File: config.mk
export PLATFORM = sky130hd
export DESIGN_NAME = if_fetch_unit
export DESIGN_NICKNAME = d
export VERILOG_FILES = /design/src/rtl/if_fetch_unit.sv
export SDC_FILE = /design/constraint.sdc
export NUM_CORES = 1
export LEC_CHECK = 0
export CELL_PAD_IN_SITES_DETAIL_PLACEMENT = 1
export CELL_PAD_IN_SITES_GLOBAL_PLACEMENT = 2
export CORE_MARGIN = 1
export CORE_UTILIZATION = 29
export CTS_CLUSTER_SIZE = 40
export DETAILED_ROUTE_END_ITERATION = 8
export PLACE_DENSITY_LB_ADDON = 0.1
export SYNTH_ARGS = -nofsm -noshare
export SYNTH_HDL_FRONTEND = slang
export SYNTH_SLANG_ARGS = --single-unit
File: constraint.sdc
create_clock -name clk -period 5.8 [get_ports clk]
set_input_delay 1.74 -clock clk [delete_from_list [all_inputs] [get_ports clk]]
set_output_delay 1.74 -clock clk [all_outputs]
set_load 0.01 [all_outputs]
File: src/rtl/if_fetch_unit.sv
// Instruction-fetch stage: one outstanding imem request, IF/ID register,
// 1-entry skid buffer for ID stalls and squash of in-flight requests.
module if_fetch_unit #(
   parameter logic [31:0] NOP_INSTR = 32'h0000_0000
) (
   input  logic        clk,
   input  logic        rst,
   input  logic [29:0] pc,
   output logic        pc_write,
   output logic        imem_req,
   output logic [29:0] imem_addr,
   input  logic        imem_ack,
   input  logic [31:0] imem_rdata,
   input  logic        id_stall,
   input  logic        flush,
   output logic        ifid_valid,
   output logic [31:0] ifid_instr,
   output logic [29:0] ifid_pc4
);

   typedef enum logic [1:0] {
      IDLE,
      WAIT,
      DROP
   } state_t;

   state_t      state;
   state_t      state_nx;
   logic        skid_valid;
   logic [31:0] skid_instr;
   logic [29:0] skid_pc4;
   logic [29:0] drop_addr;
   logic        can_load;
   logic        complete;
   logic        skid_drain;
   logic [29:0] fetch_pc4;

   assign can_load   = !ifid_valid || !id_stall;
   assign complete   = (state == WAIT) && imem_ack && !flush;
   assign skid_drain = skid_valid && can_load && !flush;
   assign fetch_pc4  = pc + 30'd1;

   assign pc_write  = complete || flush;
   assign imem_req  = (state == WAIT) || (state == DROP);
   assign imem_addr = (state == DROP) ? drop_addr : pc;

   always_comb begin
      state_nx = state;
      unique case (state)
         IDLE: begin
            if (flush || !skid_valid || can_load)
               state_nx = WAIT;
         end
         WAIT: begin
            if (flush)
               state_nx = imem_ack ? WAIT : DROP;
            else if (complete && (skid_valid || !can_load))
               state_nx = IDLE;
         end
         DROP: begin
            if (imem_ack)
               state_nx = WAIT;
         end
         default: state_nx = IDLE;
      endcase
   end

   always_ff @(posedge clk or posedge rst) begin
      if (rst) begin
         state      <= IDLE;
         ifid_valid <= 1'b0;
         ifid_instr <= NOP_INSTR;
         ifid_pc4   <= 30'd0;
         skid_valid <= 1'b0;
         skid_instr <= NOP_INSTR;
         skid_pc4   <= 30'd0;
         drop_addr  <= 30'd0;
      end else begin
         state <= state_nx;
         // remember the squashed address so the request stays stable
         if ((state == WAIT) && flush && !imem_ack)
            drop_addr <= pc;
         if (flush) begin
            ifid_valid <= 1'b0;
            ifid_instr <= NOP_INSTR;
            skid_valid <= 1'b0;
            skid_instr <= NOP_INSTR;
         end else if (skid_drain) begin
            ifid_valid <= 1'b1;
            ifid_instr <= skid_instr;
            ifid_pc4   <= skid_pc4;
            skid_valid <= complete;
            if (complete) begin
               skid_instr <= imem_rdata;
               skid_pc4   <= fetch_pc4;
            end
         end else if (complete && can_load) begin
            ifid_valid <= 1'b1;
            ifid_instr <= imem_rdata;
            ifid_pc4   <= fetch_pc4;
         end else begin
            if (complete) begin
               skid_valid <= 1'b1;
               skid_instr <= imem_rdata;
               skid_pc4   <= fetch_pc4;
            end
            if (can_load)
               ifid_valid <= 1'b0;
         end
      end
   end

endmodule

# Word-level counts from Yosys, hierarchy flattened
# Cells that the tools add are included.
# Widths: inputs -> output; s select.
[classes]
n_eq_ne = 7
order_cmp = 0
mux = 27
div_mod_pow = 0
n_reduce_logical = 29
multipliers = 0
add_sub_neg = 1
bitwise_logic = 1
shift = 0
[ops]
columns = ["cell", "n"]
rows = [
  ["$mux 32", 7],
  ["$mux 30", 6],
  ["$add 30x1->30 const B", 1],
  ["$mux 2", 5],
  ["$logic_and 1x1->1", 8],
  ["$mux 1", 8],
  ["$logic_not 1->1", 6],
  ["$logic_or 1x1->1", 6],
  ["$ne 2x2->1 const B", 3],
  ["$pmux 2 s3", 1],
  ["$reduce_and 2->1", 3],
  ["$reduce_bool 3->1", 2],
  ["$reduce_bool 4->1", 1],
  ["$ne 3x2->1 const B", 1],
  ["$ne 3x3->1 const B", 1],
  ["$reduce_and 3->1", 1],
  ["$eq 2x1->1 const B", 1],
  ["$eq 2x2->1 const B", 1],
  ["$logic_not 2->1", 1],
  ["$reduce_bool 2->1", 1],
  ["$not 1->1", 1],
]
[totals]
mem_bits_ro = 0
mem_bits_rw = 0
n_memories = 0
reg_bits = 158
latch_bits = 0
out_inout_bits = 95
input_bits = 67
elab_cells = 73

# Logic depth before layout (Yosys ltp)
# Gate-level depths: netlist of the first run.
[depth]
depth_word = 8
mapped_depth = 8
depth_no_buf = 7

# Least setup slack after synthesis of the first run
# Ideal clock, no wire load.
[synth_timing]
kind = "input to output"
from = "input pc[21]"
to = "output imem_addr[21]"
path_buffers = 1
path_slack_ns = 1.866
required_time_ns = 4.060
cell_stages = 2
arrival_ns = 2.194
cell_sequence = "clkbuf_1 > mux2_2"
[synth_between]
elab_chain_cells = 1
[synth_lines]
columns = ["element", "line", "text"]
rows = [
  ["start: declaration", "8", "input logic [29:0] pc,"],
  ["$mux 30", "45", "assign imem_addr = (state == DROP) ? drop_addr : pc;"],
  ["end: declaration", "11", "output logic [29:0] imem_addr,"],
]
# Every way passes these cells.

# Final worst setup path of the first run
[layout_timing]
from = "input pc[4]"
to = "output imem_addr[4]"
# The elaborated chain is that of the path after synthesis.

==> impl_metrics.yaml, run 1 <==
timing:
  setup_ws_ps: 869
  min_period_ps: 4930
  relSlewSlack: 0.318
  clock-skew-final_ps: 11.8
  finalSetupTns_ps: 0
  finalHoldViolCount: 0
  report.final.slew_viol_count: 0
  finalSetupViolations: 0
  fmax_mhz: 203
  rsz0062_at_grt: "false"
  hold_slack_ps: 482
  fin_crit_sh: 0.850
  worst_pin_slew_ps: 1020
synth:
  synth_xor_area_frac: 0.0345
  ys_seq_elements: 158
  synth.avg_cell_area_um2: 10.5
  synth.area.mux_share: 0.0919
  synth_top_family_by_area: "compound AO/OA/AOI/OAI gates"
  syn-num-nets: 747
  synth-compound-area-share: 0.165
  synth_edf_count: 0
  synth_fa_ha_area_frac: 0.00880
  ys.flop_type: "dfrtp_1"
  synthCells: 675
  async_reset_ff_frac: 1.00
  synth_area_um2: 7110
  synthSimpleGateAreaFrac: 0.118
  ys_warn_count: 0
  ys_seq_area_frac: 0.556
  synth_cell_types: 35
worst_hold_path:
  hold_end: "skid_pc4[2]$_DFFE_PP0P_"
  hold_depth: 2
  hp-class: "register to register"
  hp-start: "skid_pc4[2]$_DFFE_PP0P_"
clock_network:
  cts_hold_buf: 0
  clk_pin_slew_worst_paths_ps: 60
  clk_latency_ps: 430
  htree_levels: 4
  cts_setup_buffers: 0
  cts_resized: 0
  cts_buffers: 17
  cts_tree: "built"
  clk_path_buf_depth: 2
  cts.sinks: 158
  root_buffer: "clkbuf_16"
placed_design:
  place_congestion: 0.760
  dp_hpwl_um: 14300
  dp.cells: 1120
  pre_cts_ws_ps: 874
  numPortBuffers: 161
floorplanning:
  initial_core_util: 0.299
  coreArea_um2: 23800
  fp.dieW_um: 159
  ios: 162
  die_y_um: 159
  die_area_um2: 25100
  rows: 56
power:
  p_clk_frac: 0.311
  leakagePower_nw: 4.03
  swShare: 0.298
  power.density_nw_per_um2: 422
  combinationalPowerShare: 0.292
  ir_drop_mv: 0.143
  power_frac_seq: 0.396
  p_int_mw: 2.89
  switching_power_mw: 1.22
global_route:
  met1_usage: 0.226
  grt_start_max_net_pins: 103
  grt_pass1_vias: 6270
  grt.overflow.total: 0
  grt.busiest_layer: "met2"
  grt_pass1_wl_um: 34600
  track_usage: 0.181
  grt_use_met2: 0.307
  use_met3: 0.0498
  antenna_found_initial: 0
drt:
  drc: 0
  post_drt_wl_per_cell_um: 18.7
  dr.pass1.iters: 4
  dr_total_vias: 5732
  wl_um: 21500
  vias_per_cell: 4.98
  drtIter0Drc: 211
  postRouteAntennaNets: 0
cells_and_area:
  antenna-diode-count: 0
  drive_gt1_frac: 0.131
  syn_to_final_growth_pct: 37.0
  fin_nets: 893
  stdcell_count: 1151
setup_path:
  r2r_start: "state[1]$_DFFE_PP0P_"
  r2r-end: "ifid_pc4[20]$_DFFE_PP0P_"
  cp-end-kind: "primary output"
  worstSetupPathType: "input pin to primary output"
  worstPathRequired_ps: 4060
  path_max_fanout: 4
  reg2regPathDepth: 6
  regToRegSetupSlack_ps: 3210
  crit_arrival_ps: 3190
  start_kind: "input pin"
run_status:
  status: "completed"
job:
  maxCapViolCount: 0
## critical path, cell delays in order
cell	delay (ps)
clkdlybuf4s50_1	560
inv_1	110
o21ai_0	190
clkdlybuf4s50_1	580
## cells in the mapped netlist (2+ instances only)
library cell / number / area [µm²]
a21oi_1: 39 / 195
a22o_1: 32 / 280
a22oi_1: 24 / 180
and2_1: 2 / 12.5
and3_1: 3 / 18.8
and4_1: 3 / 26.3
buf_1: 3 / 11.3
clkbuf_1: 42 / 158
dfrtp_1: 158 / 3950
ha_1: 5 / 62.6
inv_1: 5 / 18.8
mux2_2: 58 / 653
nand2_1: 86 / 323
nand2b_1: 4 / 25.0
nand3_1: 15 / 75.1
nand4_1: 7 / 43.8
nor2_1: 48 / 180
nor3_1: 3 / 15.0
nor4_1: 2 / 12.5
nor4_4: 2 / 42.5
o21ai_0: 83 / 415
o21ai_1: 10 / 50.1
or3_1: 3 / 18.8
xnor2_1: 11 / 96.3
xor2_1: 17 / 149
## sequential cells by signal, summed over array words and instances (netlist names)
signal and flops:
ifid_instr 32, skid_instr 32, drop_addr 30, ifid_pc4 30, skid_pc4 30, state 2
ifid_valid 1, skid_valid 1
## power by group through the flow
stage                     Sequential, mW  Combinational (mW)  Clock, mW
after floorplan                     1.66               0.540          0
after global placement              1.63                1.19          0
after detailed placement            1.65                1.22          0
after CTS                           1.63                1.23       1.31
after global routing                1.67                1.33       1.36
final                               1.63                1.20       1.28
## worst max path at each step
stage / to / from / slack (ps)
after floorplan: imem_addr[21] / pc[21] / 1870
after global placement: imem_addr[11] / pc[11] / 920
after detailed placement: imem_addr[21] / pc[21] / 870
after CTS: imem_addr[21] / pc[21] / 860
after global routing: imem_addr[21] / pc[21] / 800
final: imem_addr[4] / pc[4] / 870
## cells in the final DEF (no fill, tap or decap), drive strengths merged, types with 8 or more instances in the layout
master         instances
clkdlybuf4s50        161
dfrtp                158
o21ai                 93
nand2                 86
mux2                  58
nor2                  48
a21oi                 39
a22o                  32
a22oi                 24
xor2                  17
clkbuf                17
nand3                 16
xnor2                 11
buf                   11
nand4                  8
## per-stage QoR
stage          utilization  area (µm²)  total power, mW
2_1_floorplan            -        7110             2.20
3_3_place_gp         0.382        9060             2.82
3_5_place_dp         0.382        9060             2.87
4_1_cts              0.410        9730             4.17
5_1_grt              0.410        9740             4.37
6_report             0.410        9740             4.11
## per-layer routing
metal  part of all wire  vias up  wire [µm]
met2               0.50      125      10700
met3              0.052       14       1120
met4             0.0087        0        187
li1                   -     2675          -
met5                  0        -          0
met1               0.44     2918       9530
## area by class of cell
cell class                      instances  area, µm²
Inverter                                5       22.5
Sequential cell                       158       3950
Clock buffer                           17        425
Fill cell                            2592      14000
Multi-Input combinational cell        467       2990
Tap cell                              319        399
Clock inverter                         13        238
Timing Repair Buffer                  172       1710
## cells by family after synthesis
family                     count (synthesis)
AOI/OAI and AO/OA                        194
and+or+nand+nor                          182
DFF                                      158
muxes                                     58
buffers and inverters                     50
xor gates and xnor gates                  28
adders and majority gates                  5
(Power assumes the default switching activity.)
==> run 2: changes to the inputs <==
--- a/config.mk
+++ b/config.mk
@@ -5,6 +5,7 @@
 export SDC_FILE = /design/constraint.sdc
 export NUM_CORES = 1
 export LEC_CHECK = 0
+export CAP_MARGIN = 20
 export CELL_PAD_IN_SITES_DETAIL_PLACEMENT = 1
 export CELL_PAD_IN_SITES_GLOBAL_PLACEMENT = 2
 export CORE_MARGIN = 1
==> run 2 against run 1 <==
Flip-flop and latch count did not move. Fmax is essentially flat. First-iteration DRC count up 20%. Count of clock-buffer cells in the layout grew 2. Combinational power barely moved. Highest routed layer unchanged.
==> impl_metrics.yaml, run 2 (synthesized netlist as in run 1, its figures left out) <==
worst_hold_path:
  hp-class: "register to register"
floorplanning:
  initial_core_util: 0.299
  rows: 56
  die_area_um2: 25100
  die_y_um: 159
  coreArea_um2: 23800
  ios: 162
  fp.dieW_um: 159
drt:
  dr.pass1.iters: 4
  drc: 0
  dr_wl_met2_um: 10500
  postRouteAntennaNets: 0
  drtIter0Drc: 254
  vias_per_cell: 5.03
  top_layer: "met4"
  dr_total_vias: 5805
  wl_met1_um: 9550
  post_drt_wl_per_cell_um: 18.7
  wl_um: 21600
  dr_wl_met3_um: 1170
clock_network:
  cts_hold_buf: 0
  htree_levels: 4
  cts_setup_buffers: 0
  cts_resized: 0
  root_buffer: "clkbuf_16"
  cts_tree: "built"
  clk_latency_ps: 420
  cts.sinks: 158
  clk_path_buf_depth: 2
  cts_buffers: 17
  clk_pin_slew_worst_paths_ps: 60
cells_and_area:
  layout_common_cells: "161 x clkdlybuf4s50_1, 158 x dfrtp_1, 86 x nand2_1"
  fill_cells: 2606
  antenna-diode-count: 0
  syn_to_final_growth_pct: 35.5
  multi_input_area_um2: 2990
  top_regs: "ifid_instr: 32 flops, skid_instr: 32 flops"
  fin_nets: 893
  final_common_cell: "clkdlybuf4s50_1"
  stdcell_count: 1153
  seq_area_um2: 3950
  drive_gt1_frac: 0.131
setup_path:
  start_kind: "input pin"
  path_max_fanout: 9
  crit_family: "buffers and inverters"
  cp-end-kind: "primary output"
  max_stage_delay_ps: 690
  worstPathRequired_ps: 4060
  crit_arrival_ps: 3190
  cp_common_cell: "clkdlybuf4s50_1"
  worstSetupPathType: "input pin to primary output"
  path_buf_inv: 2
  cpMaxStageDelayCell: "clkdlybuf4s50_1"
  crit_chain: "clkdlybuf4s50_1 -> mux2_2 -> clkdlybuf4s50_1"
timing:
  min_period_ps: 4930
  worst_pin_slew_ps: 1020
  fin_crit_sh: 0.851
  rsz0062_at_grt: "false"
  finalHoldViolCount: 0
  finalSetupViolations: 0
  relSlewSlack: 0.318
  clock-skew-final_ps: 11.8
  fmax_mhz: 203
  report.final.slew_viol_count: 0
  finalSetupTns_ps: 0
power:
  power_frac_seq: 0.420
  leakagePower_nw: 3.97
  ir_drop_mv: 0.135
  combinationalPowerShare: 0.312
  switching_power_mw: 1.24
  swShare: 0.319
  p_clk_frac: 0.268
  power.density_nw_per_um2: 402
  p_int_mw: 2.64
global_route:
  grt.overflow.total: 0
  track_usage: 0.182
  antenna_found_initial: 0
  grt_pass1_wl_um: 34800
  grt_start_max_net_pins: 103
  grt_pass1_vias: 6315
placed_design:
  dp_hpwl_um: 14400
  place_congestion: 0.760
  dp.cells: 1121
  numPortBuffers: 161
run_status:
  status: "completed"
job:
  maxCapViolCount: 0
run 2: power groups by stage:
| stage | logic (mW) | clock network (mW) | registers, mW |
|---|---|---|---|
| 4_1_cts | 1.24 | 1.08 | 1.63 |
| 6_report | 1.21 | 1.04 | 1.63 |
| 2_1_floorplan | 0.540 | 0 | 1.66 |
| 5_1_grt | 1.34 | 1.12 | 1.67 |
| 3_5_place_dp | 1.23 | 0 | 1.65 |
| 3_3_place_gp | 1.19 | 0 | 1.63 |
run 2: cell type report:
type | instances | share of cell area
flip-flops and latches | 158 | 0.410
multi-input cells | 467 | 0.310
repair buffers | 172 | 0.179
clock buffers | 19 | 0.0449
well taps | 319 | 0.0414
clock inverters | 13 | 0.0113
inverters | 5 | 0.00234
run 2: worst paths after layout:
kind,start,end,slack (ps),cells after the start
max in group asynchronous,rst,ifid_pc4[3]$_DFFE_PP0P_,3240,3
max reg2reg,state[1]$_DFFE_PP0P_,ifid_pc4[20]$_DFFE_PP0P_,3220,6
min in group asynchronous,rst,ifid_instr[0]$_DFFE_PP0P_,1660,2
min reg2reg,skid_pc4[2]$_DFFE_PP0P_,skid_pc4[2]$_DFFE_PP0P_,480,2
min,skid_pc4[2]$_DFFE_PP0P_,skid_pc4[2]$_DFFE_PP0P_,480,2
max,pc[21],imem_addr[21],870,3
run 2: worst register-to-register path: stages, from the launching register on:
cell,delay [ps]
dfrtp_1,410
inv_1,90
ha_1,270
nand2_1,200
nor3_1,410
nand2_1,670
o21ai_0,430
run 2: metal layers:
| layer | up-vias | GRT usage |
|---|---|---|
| li1 | 2687 | - |
| met1 | 2942 | 0.227 |
| met2 | 152 | 0.307 |
| met3 | 24 | 0.0419 |
| met4 | 0 | 0.0614 |
| met5 | - | 0 |
run 2: stage by stage:
stage               power [mW]   util  area (µm²)  setup slack, ps  hold slack [ps]
global placement          2.82  0.382        9060              918              460
global route              4.13  0.406        9630              805              498
detailed placement        2.88  0.383        9090              873              471
finish                    3.87  0.406        9630              867              482
floorplan                 2.20      -        7110             1870              446
CTS                       3.95  0.406        9630              862              485
==> run 3: changes to the inputs <==
==> config.mk (replaced) <==
export PLATFORM = sky130hd
export DESIGN_NAME = if_fetch_unit
export DESIGN_NICKNAME = d
export VERILOG_FILES = /design/src/rtl/if_fetch_unit.sv
export SDC_FILE = /design/constraint.sdc
export NUM_CORES = 1
export LEC_CHECK = 0
export CAP_MARGIN = 20
export CORE_MARGIN = 1
export CORE_UTILIZATION = 50
export CTS_CLUSTER_SIZE = 40
export DETAILED_ROUTE_END_ITERATION = 8
export DONT_BUFFER_PORTS = 1
export PLACE_DENSITY = 0.68
export SYNTH_ARGS = -nofsm -noshare
export SYNTH_HDL_FRONTEND = slang
export SYNTH_SLANG_ARGS = --single-unit
==> run 3 against run 2 <==
Clock power is essentially flat. Sequential share of layout area grew 9.4 points. Final cell count shrank 26%. Design area shrank 19%. Hold slack lost 2.6 ps. Largest cell class unchanged. Clock skew shrank 1.7 ps. Power shrank 11%.
==> impl_metrics.yaml, run 3 (synthesized netlist as in run 1, its figures left out) <==
placed_design:
  pre_cts_ws_ps: 1910
  dp_hpwl_um: 11400
  numPortBuffers: 0
  dp.cells: 820
  place_congestion: 0.784
timing:
  rsz0062_at_grt: "false"
  fmax_mhz: 257
  min_period_ps: 3900
  relSlewSlack: 0.393
  hold_slack_ps: 480
  clock-skew-final_ps: 10.2
  finalSetupTns_ps: 0
  finalHoldViolCount: 0
  setup_ws_ps: 1900
  finalSetupViolations: 0
  worst_pin_slew_ps: 910
  fin_crit_sh: 0.672
  report.final.slew_viol_count: 0
worst_hold_path:
  hp-class: "register to register"
  hold_end: "skid_pc4[24]$_DFFE_PP0P_"
  hp-start: "skid_pc4[24]$_DFFE_PP0P_"
  hold_depth: 2
clock_network:
  cts_tree: "built"
  cts_hold_buf: 0
  cts.sinks: 158
  clk_latency_ps: 420
  root_buffer: "clkbuf_16"
  clk_pin_slew_worst_paths_ps: 60
  clk_path_buf_depth: 2
  cts_buffers: 17
  htree_levels: 4
  cts_setup_buffers: 0
  cts_resized: 0
cells_and_area:
  drive_gt1_frac: 0.152
  final_util: 0.565
  final_common_cell: "dfrtp_1"
  antenna-diode-count: 0
  fin_nets: 731
  stdcell_count: 851
  top_regs: "ifid_instr: 32 flops, skid_instr: 32 flops"
  syn_to_final_growth_pct: 10.3
  layout_common_cells: "158 x dfrtp_1, 86 x nand2_1, 83 x o21ai_0"
global_route:
  track_usage: 0.239
  grt_pass1_vias: 5129
  grt_pass1_wl_um: 27000
  antenna_found_initial: 0
  grt.overflow.total: 0
  grt_start_max_net_pins: 159
setup_path:
  regToRegSetupSlack_ps: 3310
  worstSetupPathType: "input pin to primary output"
  worstPathRequired_ps: 4060
  max_stage_delay_ps: 380
  path_max_fanout: 5
  path_buf_inv: 1
  crit_family: "compound AO/OA/AOI/OAI gates"
  r2r-end: "ifid_pc4[16]$_DFFE_PP0P_"
  reg2regPathDepth: 6
  cpMaxStageDelayCell: "o21ai_0"
  crit_chain: "inv_1 -> o21ai_0"
  r2r_start: "state[1]$_DFFE_PP0P_"
  start_kind: "input pin"
  crit_arrival_ps: 2160
  cp-end-kind: "primary output"
drt:
  wl_um: 17000
  drtIter0Drc: 418
  dr.pass1.iters: 5
  vias_per_cell: 6.14
  postRouteAntennaNets: 0
  post_drt_wl_per_cell_um: 19.9
  drc: 0
  dr_total_vias: 5225
floorplanning:
  die_y_um: 121
  initial_core_util: 0.512
  fp.dieW_um: 121
  coreArea_um2: 13900
  ios: 162
  die_area_um2: 14700
  rows: 43
run_status:
  status: "completed"
power:
  power.density_nw_per_um2: 438
  leakagePower_nw: 3.36
  p_int_mw: 2.36
  power_frac_seq: 0.505
  swShare: 0.312
  p_clk_frac: 0.301
  switching_power_mw: 1.07
  combinationalPowerShare: 0.194
  ir_drop_mv: 0.201
job:
  maxCapViolCount: 0
==> run 3: cell types whose count changed in the layout (fill, tap and decap cells not counted), moves of 3 or more <==
cell and delta:
clkdlybuf4s50_1 -161, clkbuf_8 +3, clkinv_4 -3, clkinvlp_4 -5
clkbuf_1 +4
==> run 3: cell type report <==
cell class / count / area (µm²)
fillers: 1197 / 6040
flip-flops and latches: 158 / 3950
multi-input cells: 467 / 2990
clock buffers: 26 / 489
well taps: 180 / 225
repair buffers: 10 / 108
clock inverters: 5 / 56.3
inverters: 5 / 22.5
==> run 3: metal layers <==
metal  wire, µm  vias up  track usage
met5          0        -            0
met4         80        0       0.0563
met3       1800        8       0.0907
li1           -     2363            -
met2       8010      251        0.362
met1       7080     2603        0.323
==> run 3: worst max-delay path by stage <==
stage                     startpoint  cells past startpoint  slack (ps)             to
after floorplan               pc[21]                      2        1870  imem_addr[21]
after global placement         pc[4]                      2        1910   imem_addr[4]
after detailed placement       pc[4]                      2        1910   imem_addr[4]
after CTS                      pc[4]                      2        1900   imem_addr[4]
after global routing           pc[4]                      2        1840   imem_addr[4]
final                         pc[11]                      2        1900  imem_addr[11]
==> run 3: power by group through the flow <==
| stage | logic [mW] | clock network [mW] | registers [mW] |
|---|---|---|---|
| final | 0.666 | 1.03 | 1.74 |
| after floorplan | 0.540 | 0 | 1.66 |
| after global routing | 0.744 | 1.11 | 1.77 |
| after global placement | 0.632 | 0 | 1.74 |
| after detailed placement | 0.674 | 0 | 1.75 |
| after CTS | 0.674 | 1.05 | 1.74 |
==> run 3: worst register-to-register path, stage by stage, from the launching register on <==
cell      delay [ps]
dfrtp_1          410
inv_1             90
ha_1             270
nand2_1          200
nor3_1           400
nand2_1          620
o211ai_1         400
==> run 3: per-stage QoR <==
stage | power (mW) | cell area, µm²
after CTS | 3.46 | 7840
after global placement | 2.37 | 7270
final | 3.44 | 7840
after floorplan | 2.20 | 7110
after global routing | 3.62 | 7840
after detailed placement | 2.42 | 7300
